<file path="config.mk">
export PLATFORM = sky130hd
export DESIGN_NAME = fracturable_lut
export DESIGN_NICKNAME = d
export VERILOG_FILES = /design/src/rtl/fracturable_lut.sv
export SDC_FILE = /design/constraint.sdc
export NUM_CORES = 1
export LEC_CHECK = 0
export BUFFER_PORTS_ARGS = -buffer_cell sky130_fd_sc_hd__clkbuf_2
export CORE_UTILIZATION = 30
export CTS_CLUSTER_DIAMETER = 30
export DETAILED_ROUTE_END_ITERATION = 6
export GPL_TIMING_DRIVEN = 0
export PLACE_DENSITY = 0.49
export REMOVE_ABC_BUFFERS = 1
export SYNTH_ARGS = -nofsm -noshare
export SYNTH_HDL_FRONTEND = slang
export SYNTH_SLANG_ARGS = --single-unit
</file>
<file path="constraint.sdc">
create_clock -name clk -period 2 [get_ports clk]
set_clock_uncertainty 0.1 [all_clocks]
set_input_delay 0.3 -clock clk [delete_from_list [all_inputs] [get_ports clk]]
set_output_delay 0.3 -clock clk [all_outputs]
set_load 0.005 [all_outputs]
</file>
<file path="src/rtl/fracturable_lut.sv">
// Purpose: configurable LUT, one full table or two half-size tables, loaded word by word over a shift chain.
// Latency: outputs are combinational from addr, or one cycle through ce-gated flops when the mode selects registering.
// Backpressure: none; every cen=1 word is accepted, gaps between words are allowed, outputs read 0 until a load completes.
module fracturable_lut #(
  parameter  int INPUTS       = 4,
  parameter  int CONFIG_WIDTH = 4,
  localparam int MEM_SIZE     = 2**INPUTS,
  localparam int NWORDS       = MEM_SIZE / CONFIG_WIDTH + 1
) (
  input  logic                    clk,
  input  logic                    rst_n,
  input  logic                    cen,
  input  logic [CONFIG_WIDTH-1:0] config_in,
  input  logic                    ce,
  input  logic [INPUTS-1:0]       addr,
  output logic                    out0,
  output logic                    out1,
  output logic                    config_done
);

  localparam int CHAIN_W = NWORDS * CONFIG_WIDTH;
  localparam int CNT_W   = $clog2(NWORDS + 1);

  typedef enum logic [1:0] {
    IDLE = 2'd0,
    LOAD = 2'd1,
    DONE = 2'd2
  } state_t;

  state_t              state_q, state_d;
  logic [CNT_W-1:0]    cnt_q, cnt_d;
  logic [CHAIN_W-1:0]  chain_q, chain_d;
  logic [2:0]          mode_q, mode_d;
  logic                config_done_q, config_done_d;
  logic                out0_q, out0_d;
  logic                out1_q, out1_d;

  logic [MEM_SIZE-1:0] mem;
  logic                frac;
  logic [INPUTS-1:0]   idx0;
  logic [INPUTS-1:0]   idx1;
  logic                lut0;
  logic                lut1;

  // Config chain: new word enters at the top, so the first word ends up at the bottom after a full load.
  always_comb begin
    chain_d = chain_q;
    if (cen) begin
      chain_d = {config_in, chain_q[CHAIN_W-1:CONFIG_WIDTH]};
    end
  end

  // Load sequencer: counts accepted words; the mode is snapshotted on the completing word so a
  // reload in progress keeps the previous register/fracture selection until it finishes.
  always_comb begin
    state_d = state_q;
    cnt_d   = cnt_q;
    mode_d  = mode_q;
    case (state_q)
      IDLE: begin
        if (cen) begin
          state_d = LOAD;
          cnt_d   = CNT_W'(1);
        end
      end
      LOAD: begin
        if (cen) begin
          if (cnt_q == CNT_W'(NWORDS - 1)) begin
            state_d = DONE;
            cnt_d   = '0;
            mode_d  = config_in[2:0];
          end else begin
            cnt_d = cnt_q + CNT_W'(1);
          end
        end
      end
      DONE: begin
        if (cen) begin
          state_d = LOAD;
          cnt_d   = CNT_W'(1);
        end
      end
      default: begin
        state_d = IDLE;
        cnt_d   = '0;
      end
    endcase
    config_done_d = (state_d == DONE);
  end

  // Table read: fractured mode splits the table into lower/upper halves sharing the low address bits.
  always_comb begin
    mem  = chain_q[MEM_SIZE-1:0];
    frac = mode_q[0];
    idx0 = frac ? {1'b0, addr[INPUTS-2:0]} : addr;
    idx1 = {1'b1, addr[INPUTS-2:0]};
    lut0 = config_done_q & mem[idx0];
    lut1 = config_done_q & frac & mem[idx1];
  end

  // Output flops track the LUT on every ce edge regardless of mode, so a mode switch exposes a defined value.
  always_comb begin
    out0_d = out0_q;
    out1_d = out1_q;
    if (ce) begin
      out0_d = lut0;
      out1_d = lut1;
    end
  end

  // State register with synchronous active-low reset taking priority over cen and ce.
  always_ff @(posedge clk) begin
    if (!rst_n) begin
      state_q       <= IDLE;
      cnt_q         <= '0;
      chain_q       <= '0;
      mode_q        <= '0;
      config_done_q <= 1'b0;
      out0_q        <= 1'b0;
      out1_q        <= 1'b0;
    end else begin
      state_q       <= state_d;
      cnt_q         <= cnt_d;
      chain_q       <= chain_d;
      mode_q        <= mode_d;
      config_done_q <= config_done_d;
      out0_q        <= out0_d;
      out1_q        <= out1_d;
    end
  end

  assign out0        = mode_q[1] ? out0_q : lut0;
  assign out1        = mode_q[2] ? out1_q : lut1;
  assign config_done = config_done_q;

endmodule

</file>
* Word level (Yosys, flattened, before mapping)
Cells that the tools add are included.
Word-level totals: register bits 31, output and inout port bits 3, word-level logic and storage cells 38
Operators by class: $add $sub $neg 1, magnitude comparators 2, equality and inequality tests 6, muxes and demuxes 15, bitwise logic cells 3, reduce and logical (&&, ||, !) cells 4
Operators by type and width (count):
- $lt A4 B5 Y1 const B | 2
- $mux W3 | 3
- $mux W2 | 3
- $pmux W3 S2 | 1
- $bmux W1 S4 | 1
- $eq A2 B2 Y1 const B | 2
- $mux W1 | 4
- $mux W4 | 1
- $pmux W2 S2 | 1
- $add A3 B1 Y3 const B | 1
- $and A1 B1 Y1 | 3
- $bmux W1 S3 | 1
- $eq A3 B3 Y1 const B | 1
- $reduce_and A3 Y1 | 1
- $eq A2 B1 Y1 const B | 1
- $logic_not A2 Y1 | 1
- $ne A2 B1 Y1 const B | 1
- $ne A2 B2 Y1 const B | 1
- $reduce_and A2 Y1 | 1
- $reduce_or A2 Y1 | 1

* Depth between registers and ports, before layout
Gate-level depths: netlist of the first run.
depth after elaboration 5, depth in mapped cells 6, gate-level depth less buffers 6

* Least setup slack after synthesis of the first run
Ideal clock, no wire load.
path kind input to output, start point input addr[0], end point output out0, arrival 1444 ps, data required time 1600 ps, setup slack 156 ps, cell stages on the path 5, buffers on the path 1, path through buf_6 -> mux2i_1 -> a22o_1 -> or4b_4 -> a31oi_1
Between the ends: cells in the longest elaborated chain, start to end 5
RTL lines:
- from (decl) | RTL line 15 | input logic [INPUTS-1:0] addr,
- $mux W4 | RTL line 95 | idx0 = frac ? {1'b0, addr[INPUTS-2:0]} : addr;
- $bmux W1 S4 | RTL line 97 | lut0 = config_done_q & mem[idx0];
- $mux W1 (not written as such) | RTL line 97
- $and A1 B1 Y1 | RTL line 97
- $mux W1 | RTL line 132 | assign out0 = mode_q[1] ? out0_q : lut0;
- to (decl) | RTL line 16 | output logic out0,
Every way passes these cells. The select of a mux whose other input is x is not followed.

* Final worst setup path of the first run
start point register chain_q[5], end point output out0
Between the ends: cells in the longest elaborated chain, start to end 4
RTL lines:
- from (decl) | RTL line 32 | logic [CHAIN_W-1:0] chain_q, chain_d;
- from (signal assigned) | RTL line 124 | chain_q <= chain_d;
- $bmux W1 S4 | RTL line 97
- $mux W1 (not written as such) | RTL line 97
- $and A1 B1 Y1 | RTL line 97
- $mux W1 | RTL line 132
Every way passes these cells. The select of a mux whose other input is x is not followed.

==> metrics, run 1 <==
H-tree depth=2; Synth Area in Compound Gates=7.64%; top-area cell type share of the netlist area=43.5%; worst slack at placement=-0.126 ns; GRT Total Usage=11.9%; ANT nets after route=0; largest cells by area after synthesis=dfxtp_1, mux2i_1, nor2b_1; routability cong.=0.711; Area Growth Syn to Fin=15.8%; Worst Path Class, Setup=reg2out; status=finished, violations left; wire length of the first global-routing pass=4700 um; largest net degree at the start of global routing=32; Clk pwr share=39.4%; clk_lat worst skew=0.27 ns; Critical Path Source Type=flop; fillers=453; RSZ-0062 raised after global routing=true; dominant cell type by area after synthesis=dfxtp_1; Nets=169; Hold Crit Class=in2reg; post-synthesis mux area share=23.4%; Critical Path Max Stage Delay=0.54 ns; GRT overflow=0; commonest non-fill, non-tap cells in the layout=mux2i_1, nor2b_1, dfxtp_1; Final min period=2.09 ns; Die W=70.9 um; PwrDens=740 nW/um^2; HPWL after detailed placement=1850 um; simple-gate area share of the yosys netlist=19.8%; sequential area share after synthesis=43.5%; drt drc=0; xor/xnor share of the synthesized area=0%; CP Max Fanout=2; WL final=2610 um; Req. time, crit path=1.60 ns; CTS tree=done; Max VDD drop=390 uV; drt initial violations=39; share of cells above drive strength 1=21.9%; initial antenna violation count=0; sw frac=22.2%; hold_buf cts=0; Cells after Synth=139; Yosys warnings=0; CP endpoint kind=output pin; via count=984; failing checks=negative setup slack; Synth cell types=26; vias in the first global route=1047; Avg Cell Area, Syn=10.3 sq um; clock root cell=clkbuf_8; Design Power=1220 uW; crit path DAT=1.69 ns; n_diodes=0; # setup viols final=1; final hold violation count=0; Tcrit/Tclk final=104%; Finished Cell Area=1650 sq um; leak pwr=0.000668 uW; Top Ports=15; Slew headroom=45.3%; final core utilization=36.9%; clk sinks=31; largest family of logic cells by synthesized area=multiplexers; core area=4470 sq um; Via density=4.75; Post-Synth Adder-Cell Area=1.76%; Die ar.=5030 sq um; CP cell instances=mux2i_1 -> a22o_1 -> or4b_4 -> a31oi_4 -> clkbuf_2; worst-margin pin slew=0.820 ns; Final Max Slew Viols=0; max cap viols=0; Critical Path Slowest Stage Cell=or4b_4; # rows=24; Total Neg Setup Slack=-0.0896 ns; switching power=271 uW; Clk pin slew, worst setup/hold paths=0.06 ns; fmax=0.479 GHz; PortBufs=14; Synth Register Bits=31; final setup margin=-0.0896 ns; initial core utilization=31.9%; share of power burned in registers=52.6%; Post-Syn Area=1430 sq um; DP Area=1520 sq um; Clock Tree Buf Depth=2; first drt pass iteration count=6; CTS buffer count=5; WL/cell=12.6 um; Int Pwr=950 uW; Gate power share=8.0%; Die Y=70.9 um
==> routing by layer <==
| metal | track usage (%) | up-vias | share of wire [%] |
|---|---|---|---|
| li1 | - | 510 | - |
| met1 | 15.1 | 453 | 49 |
| met2 | 18.9 | 19 | 46 |
| met3 | 4.13 | 2 | 4.2 |
| met4 | 4.00 | 0 | 0.65 |
| met5 | 0 | - | 0 |
==> flip-flops by register name, summed over array words and instances (netlist names) <==
register and flops:
mode_q 3, cnt_q 3, state_q 2, config_done 1, out0_q 1, chain_q 20
out1_q 1
==> timing repair <==
action                     CTS  global route
pin swaps                    2             0
setup endpoints to repair    2             2
gates resized for setup      6             3
buffers inserted             2             0
==> cell type report <==
class                      instances  area (sq um)  area share, %
timing repair buffer              16          85.1           5.16
clock buffer                       6          82.6           5.00
inverter                           5          18.8           1.14
multi-input combinational         96           766           46.4
tap                               52          65.1           3.94
clock inverter                     1          5.00          0.303
sequential                        31           628           38.1
==> cells in the mapped netlist (all sizes together) <==
library cell and number:
nand2 5, a22o 1, nand4 1, buf 4, mux4 2, a21o 1, a2bb2oi 1, ha 2
nand2b 2, clkbuf 3, a31oi 3, or4b 1, nor2 4, nand3 2, a21boi 4, dfxtp 31
nor3 2, nand4b 1, inv 5, mux2i 28, o21ai 4, or3 1, a21oi 3, nor2b 28
==> worst max-delay path, delay by kind of cell, from the launching register on <==
| kind | cells | cell delay, ns |
|---|---|---|
| AO/OA/AOI/OAI | 2 | 0.36 |
| buffers and inverters | 1 | 0.13 |
| flip-flops | 1 | 0.33 |
| multiplexers | 1 | 0.06 |
| AND/OR/NAND/NOR | 1 | 0.54 |
==> worst paths after layout <==
kind	from	endpoint	slack (ns)	cells after the start
worst max-delay path	chain_q[5]	out0	-0.09	5
worst min-delay path	ce	out0_q	0.15	2
worst max register to register	cnt_q[0]	mode_q[2]	0.40	6
worst min register to register	out1_q	out1_q	0.39	2
==> kinds of logic after synthesis <==
family | count (synthesis)
buf+inv | 12
compound gates | 17
mux | 30
simple gates | 47
fa+ha+maj | 2
flops | 31
==> stage by stage <==
stage                     cells  hold WS [ns]
after floorplan             132         0.300
after global placement      198         0.372
after detailed placement    198         0.383
after CTS                   207         0.147
after global routing        207         0.175
final                       207         0.150
==> power by group through the flow <==
| stage | Combinational, uW | Sequential, uW | Clock [uW] |
|---|---|---|---|
| 2_1_floorplan | 53.3 | 653 | 0 |
| 3_3_place_gp | 92.5 | 656 | 0 |
| 6_report | 97.3 | 643 | 482 |
| 3_5_place_dp | 96.0 | 656 | 0 |
| 5_1_grt | 109 | 644 | 541 |
| 4_1_cts | 98.7 | 643 | 499 |
No activity file was read; power rests on OpenSTA's default activity.
==> run 2, diff against run 1 <==
--- a/config.mk
+++ b/config.mk
@@ -15,3 +15,4 @@
 export SYNTH_ARGS = -nofsm -noshare
 export SYNTH_HDL_FRONTEND = slang
 export SYNTH_SLANG_ARGS = --single-unit
+export TNS_END_PERCENT = 5
==> metrics, run 2 (synthesized netlist as in run 1, its figures left out) <==
status=finished, violations left; failing checks=negative setup slack; Via density=4.75 (unchanged); Clk pwr share=39.4% (about the same); fmax=0.479 GHz (unchanged); clk_lat worst skew=0.27 ns (about the same); wire length of the first global-routing pass=4700 um (unchanged); Hold Path End=out0_q; placed cells=198 (unchanged); sw frac=22.2% (unchanged); Worst Path Class, Setup=reg2out; Int Pwr=950 uW (unchanged); Top Ports=15 (unchanged); HP Start=ce; worst slack at placement=-0.126 ns (unchanged); commonest non-fill, non-tap cells in the layout=mux2i_1, nor2b_1, dfxtp_1; initial antenna violation count=0 (unchanged); Tcrit/Tclk final=104% (unchanged); GRT overflow=0 (unchanged); DP Area=1520 sq um (unchanged); R2R setup slack=0.40 ns (about the same); most flop-heavy register=chain_q; Gate power share=8.0% (about the same); Clk pin slew, worst setup/hold paths=0.06 ns (about the same); switching power=271 uW (unchanged); final setup margin=-0.0896 ns (unchanged); R2R cell count=6 (unchanged); share of cells above drive strength 1=21.9% (unchanged); ANT nets after route=0 (unchanged); first drt pass iteration count=6 (unchanged); # setup viols final=1 (unchanged); max cap viols=0 (unchanged); vias in the first global route=1047 (unchanged); routability cong.=0.711 (unchanged); Design Power=1220 uW (unchanged); n_diodes=0 (unchanged); largest net degree at the start of global routing=32 (unchanged); clock root cell=clkbuf_8; Final Instance Count excl. Fillers=207 (unchanged); Critical Path Source Type=flop; fillers=453 (unchanged); leak pwr=0.000668 uW (unchanged); Final min period=2.09 ns (unchanged); share of power burned in registers=52.6% (about the same); worst-margin pin slew=0.820 ns (unchanged); final hold violation count=0 (unchanged); Die ar.=5030 sq um (unchanged); Finished Cell Area=1650 sq um (unchanged); RSZ-0062 raised after global routing=true; biggest regs=chain_q: 20 flops, cnt_q: 3 flops, mode_q: 3 flops; Slew headroom=45.3% (unchanged); CTS buffer count=5 (unchanged); HPWL after detailed placement=1850 um (unchanged); worst r2r src=cnt_q[0]; Area Growth Syn to Fin=15.8% (unchanged); Hold Crit Class=in2reg; CP endpoint kind=output pin; hold path depth=2 (unchanged); Die W=70.9 um (unchanged); max reg flops=20 (unchanged); WL/cell=12.6 um (unchanged); core area=4470 sq um (unchanged); GRT Total Usage=11.9% (unchanged); Total Neg Setup Slack=-0.0896 ns (unchanged); Req. time, crit path=1.60 ns (about the same); Clock Tree Buf Depth=2 (unchanged); initial core utilization=31.9% (unchanged); clk sinks=31 (unchanged); Max VDD drop=390 uV (unchanged); Die Y=70.9 um (unchanged); Final Max Slew Viols=0 (unchanged); reg2reg end=mode_q[2]; CP Max Fanout=2 (unchanged); H-tree depth=2 (unchanged); CTS tree=done; PwrDens=740 nW/um^2 (unchanged); Nets=169 (unchanged); # rows=24 (unchanged); via count=984 (unchanged); PortBufs=14 (unchanged); drt drc=0 (unchanged); drt initial violations=39 (unchanged); WL final=2610 um (unchanged); crit path DAT=1.69 ns (about the same)
## run 2: cell counts in the layout (fill, tap and decap cells not counted)
No cell type changed its count.
## run 2: through the flow
stage	utilization (%)	hold WS (ns)
5_1_grt	36.9	0.175
6_report	36.9	0.150
3_3_place_gp	34.0	0.372
4_1_cts	36.5	0.147
2_1_floorplan	-	0.300
3_5_place_dp	34.0	0.383
## run 2: timing repair
item	CTS	global route
gates resized for setup	6	3
buffers inserted	2	0
pin swaps	2	0
hold buffers	0	0
endpoints found under the setup margin	2	2
## run 2: power groups by stage
| stage | Clock [uW] | Combinational [uW] | Sequential, uW |
|---|---|---|---|
| 6_report | 482 | 97.3 | 643 |
| 5_1_grt | 541 | 109 | 644 |
| 4_1_cts | 499 | 98.7 | 643 |
| 3_5_place_dp | 0 | 96.0 | 656 |
| 3_3_place_gp | 0 | 92.5 | 656 |
| 2_1_floorplan | 0 | 53.3 | 653 |
## run 2: cell type report
type / instances / area, sq um / area share, %
sequential: 31 / 628 / 38.1
timing repair buffer: 16 / 85.1 / 5.16
clock inverter: 1 / 5.00 / 0.303
multi-input combinational: 96 / 766 / 46.4
tap: 52 / 65.1 / 3.94
inverter: 5 / 18.8 / 1.14
clock buffer: 6 / 82.6 / 5.00
## run 2: critical path, stage by stage (launching register included)
cell and delay [ns]:
dfxtp_2 0.33, mux2i_1 0.06, a22o_1 0.22, or4b_4 0.54, a31oi_4 0.14, clkbuf_2 0.13
## run 2: how the worst max path moves through the flow
stage	depth (start not counted)	end	startpoint
after floorplan	4	out0	addr[0]
after global placement	6	out0	addr[0]
after detailed placement	6	out0	addr[0]
after CTS	5	out0	chain_q[5]
after global routing	5	out0	chain_q[4]
final	5	out0	chain_q[5]
## run 2: routing by layer
metal | GRT usage [%] | routed length, um | up-vias
li1 | - | - | 510
met1 | 15.1 | 1280 | 453
met2 | 18.9 | 1200 | 19
met3 | 4.13 | 109 | 2
met4 | 4.00 | 17 | 0
met5 | 0 | 0 | -
==> run 3, diff against run 2 <==
--- a/config.mk
+++ b/config.mk
@@ -7,11 +7,13 @@
 export LEC_CHECK = 0
 export BUFFER_PORTS_ARGS = -buffer_cell sky130_fd_sc_hd__clkbuf_2
 export CORE_UTILIZATION = 30
+export CTS_BUF_LIST = sky130_fd_sc_hd__clkbuf_8
 export CTS_CLUSTER_DIAMETER = 30
 export DETAILED_ROUTE_END_ITERATION = 6
 export GPL_TIMING_DRIVEN = 0
-export PLACE_DENSITY = 0.49
+export PLACE_DENSITY = 0.58
 export REMOVE_ABC_BUFFERS = 1
+export SLEW_MARGIN = 20
 export SYNTH_ARGS = -nofsm -noshare
 export SYNTH_HDL_FRONTEND = slang
 export SYNTH_SLANG_ARGS = --single-unit
==> metrics, run 3 (synthesized netlist as in run 1, its figures left out) <==
Tcrit/Tclk final=105% (+0.13 points); final hold violation count=0 (unchanged); Req. time, crit path=1.60 ns (about the same); # setup viols final=1 (unchanged); commonest non-fill, non-tap cells in the layout=mux2i_1, nor2b_1, dfxtp_1; Die W=70.9 um (unchanged); share of cells above drive strength 1=22.8% (+0.85 points); Die Y=70.9 um (unchanged); Reg area=628 sq um (unchanged); multi-input logic area=766 sq um (unchanged); Final Max Slew Viols=0 (unchanged); max reg flops=20 (unchanged); crit path DAT=1.69 ns (about the same); drt initial violations=16 (-59%); Critical Path Source Type=flop; PwrDens=756 nW/um^2 (+2.2%); clk sinks=31 (unchanged); drt drc=0 (unchanged); Worst Path Class, Setup=reg2out; ANT nets after route=0 (unchanged); routability cong.=0.697 (-2.0%); GRT Total Usage=12.0% (+0.094 points); Nets=171 (+1.2%); CP endpoint kind=output pin; Slew headroom=43.8% (-1.5 points); first drt pass iteration count=4 (-2); fillers=446 (-1.5%); Clk pin slew, worst setup/hold paths=0.06 ns (about the same); wire length of the first global-routing pass=4660 um (-0.87%); worst-margin pin slew=0.843 ns (+0.0229 ns); Hold Crit Class=in2reg; Die ar.=5030 sq um (unchanged); worst r2r src=cnt_q[0]; n_diodes=0 (unchanged); Area Growth Syn to Fin=17.7%; CP Launch Point=chain_q[6]; # rows=24 (unchanged); RSZ-0062 raised after global routing=true; GRT overflow=0 (unchanged); clk_lat worst skew=0.28 ns (about the same); via count=1007 (+2.3%); Final min period=2.09 ns (+0.00266 ns); CP cell instances=mux4_2 -> nor2_1 -> or4b_4 -> a31oi_4 -> clkbuf_2; hold_buf cts=0 (unchanged); Top Ports=15 (unchanged); Clock Tree Buf Depth=2 (unchanged); Critical Path Max Stage Delay=0.54 ns (about the same); max cap viols=0 (unchanged); initial core utilization=31.9% (unchanged); vias in the first global route=1084 (+3.5%); fmax=0.478 GHz (-0.13%); leak pwr=0.000688 uW (+2.9%); Hold Slack=0.137 ns (-0.0137 ns); PortBufs=14 (unchanged); status=finished, violations left; most flop-heavy register=chain_q; core area=4470 sq um (unchanged); failing checks=negative setup slack; CTS tree=done; final setup margin=-0.0922 ns (-0.00266 ns); final core utilization=37.5% (+0.62 points); H-tree depth=2 (unchanged); WL/cell=12.9 um (+2.2%); CTS buffer count=5 (unchanged); HP Start=ce; Critical Path Slowest Stage Cell=or4b_4; clock root cell=clkbuf_8; biggest regs=chain_q: 20 flops, cnt_q: 3 flops, mode_q: 3 flops; Max VDD drop=303 uV (-23%); HPWL after detailed placement=1840 um (-0.26%); CP Max Fanout=2 (unchanged); WL final=2710 um (+3.7%); initial antenna violation count=0 (unchanged); largest net degree at the start of global routing=32 (unchanged); Via density=4.80 (+0.88%)
run 3: changes by cell type in the layout (fill, tap and decap cells not counted), sizes merged:
cell    before  now
buf          2    4
clkbuf      20   21
clkinv       1    0
inv          5    6
run 3: routing by layer:
metal | wire length, um | track usage [%] | up-vias
li1 | - | - | 513
met1 | 1240 | 13.4 | 473
met2 | 1320 | 20.7 | 15
met3 | 100 | 3.56 | 6
met4 | 49 | 6.00 | 0
met5 | 0 | 0 | -
run 3: repair_timing:
item	in CTS	in global routing
gates resized for setup	7	3
pin swaps	3	0
endpoints found under the setup margin	1	2
setup buffers	4	0
run 3: worst paths after layout:
kind	end	slack, ns	cells after the start
max	out0	-0.09	5
min	out0_q	0.14	2
max reg2reg	mode_q[1]	0.42	6
min reg2reg	out1_q	0.39	2
run 3: stage by stage:
step           setup slack, ns  cell area, sq um  std cells  TNS (ns)  total power [uW]
4_1_cts                -0.0819              1660        210   -0.0819              1290
2_1_floorplan            0.281              1390        132         0               707
6_report               -0.0922              1680        210   -0.0922              1270
3_3_place_gp           -0.0813              1520        198   -0.0813               747
5_1_grt                 -0.155              1680        210    -0.229              1330
3_5_place_dp           -0.0766              1520        198    -0.252               752
run 3: final cells by class:
cell class | count | area share (%)
Multi-Input combinational cell | 96 | 45.6
Tap cell | 52 | 3.88
Clock inverter | 1 | 0.224
Timing Repair Buffer | 18 | 5.97
Clock buffer | 7 | 5.74
Inverter | 5 | 1.12
Sequential cell | 31 | 37.4
run 3: report_power, final:
part           leakage [uW]  internal [uW]  switching, uW  total [uW]
Sequential         0.000255            632           10.8         643
Combinational      0.000377           48.8           47.9        96.7
Clock             0.0000557            308            221         529
Total              0.000688            989            280        1270
run 3: critical path, delay by kind of cell, from the launching register on:
family	cells	cell delay, ns
multiplexers	1	0.23
AO/OA/AOI/OAI	1	0.14
AND/OR/NAND/NOR	2	0.59
flip-flops	1	0.33
buffers and inverters	1	0.13
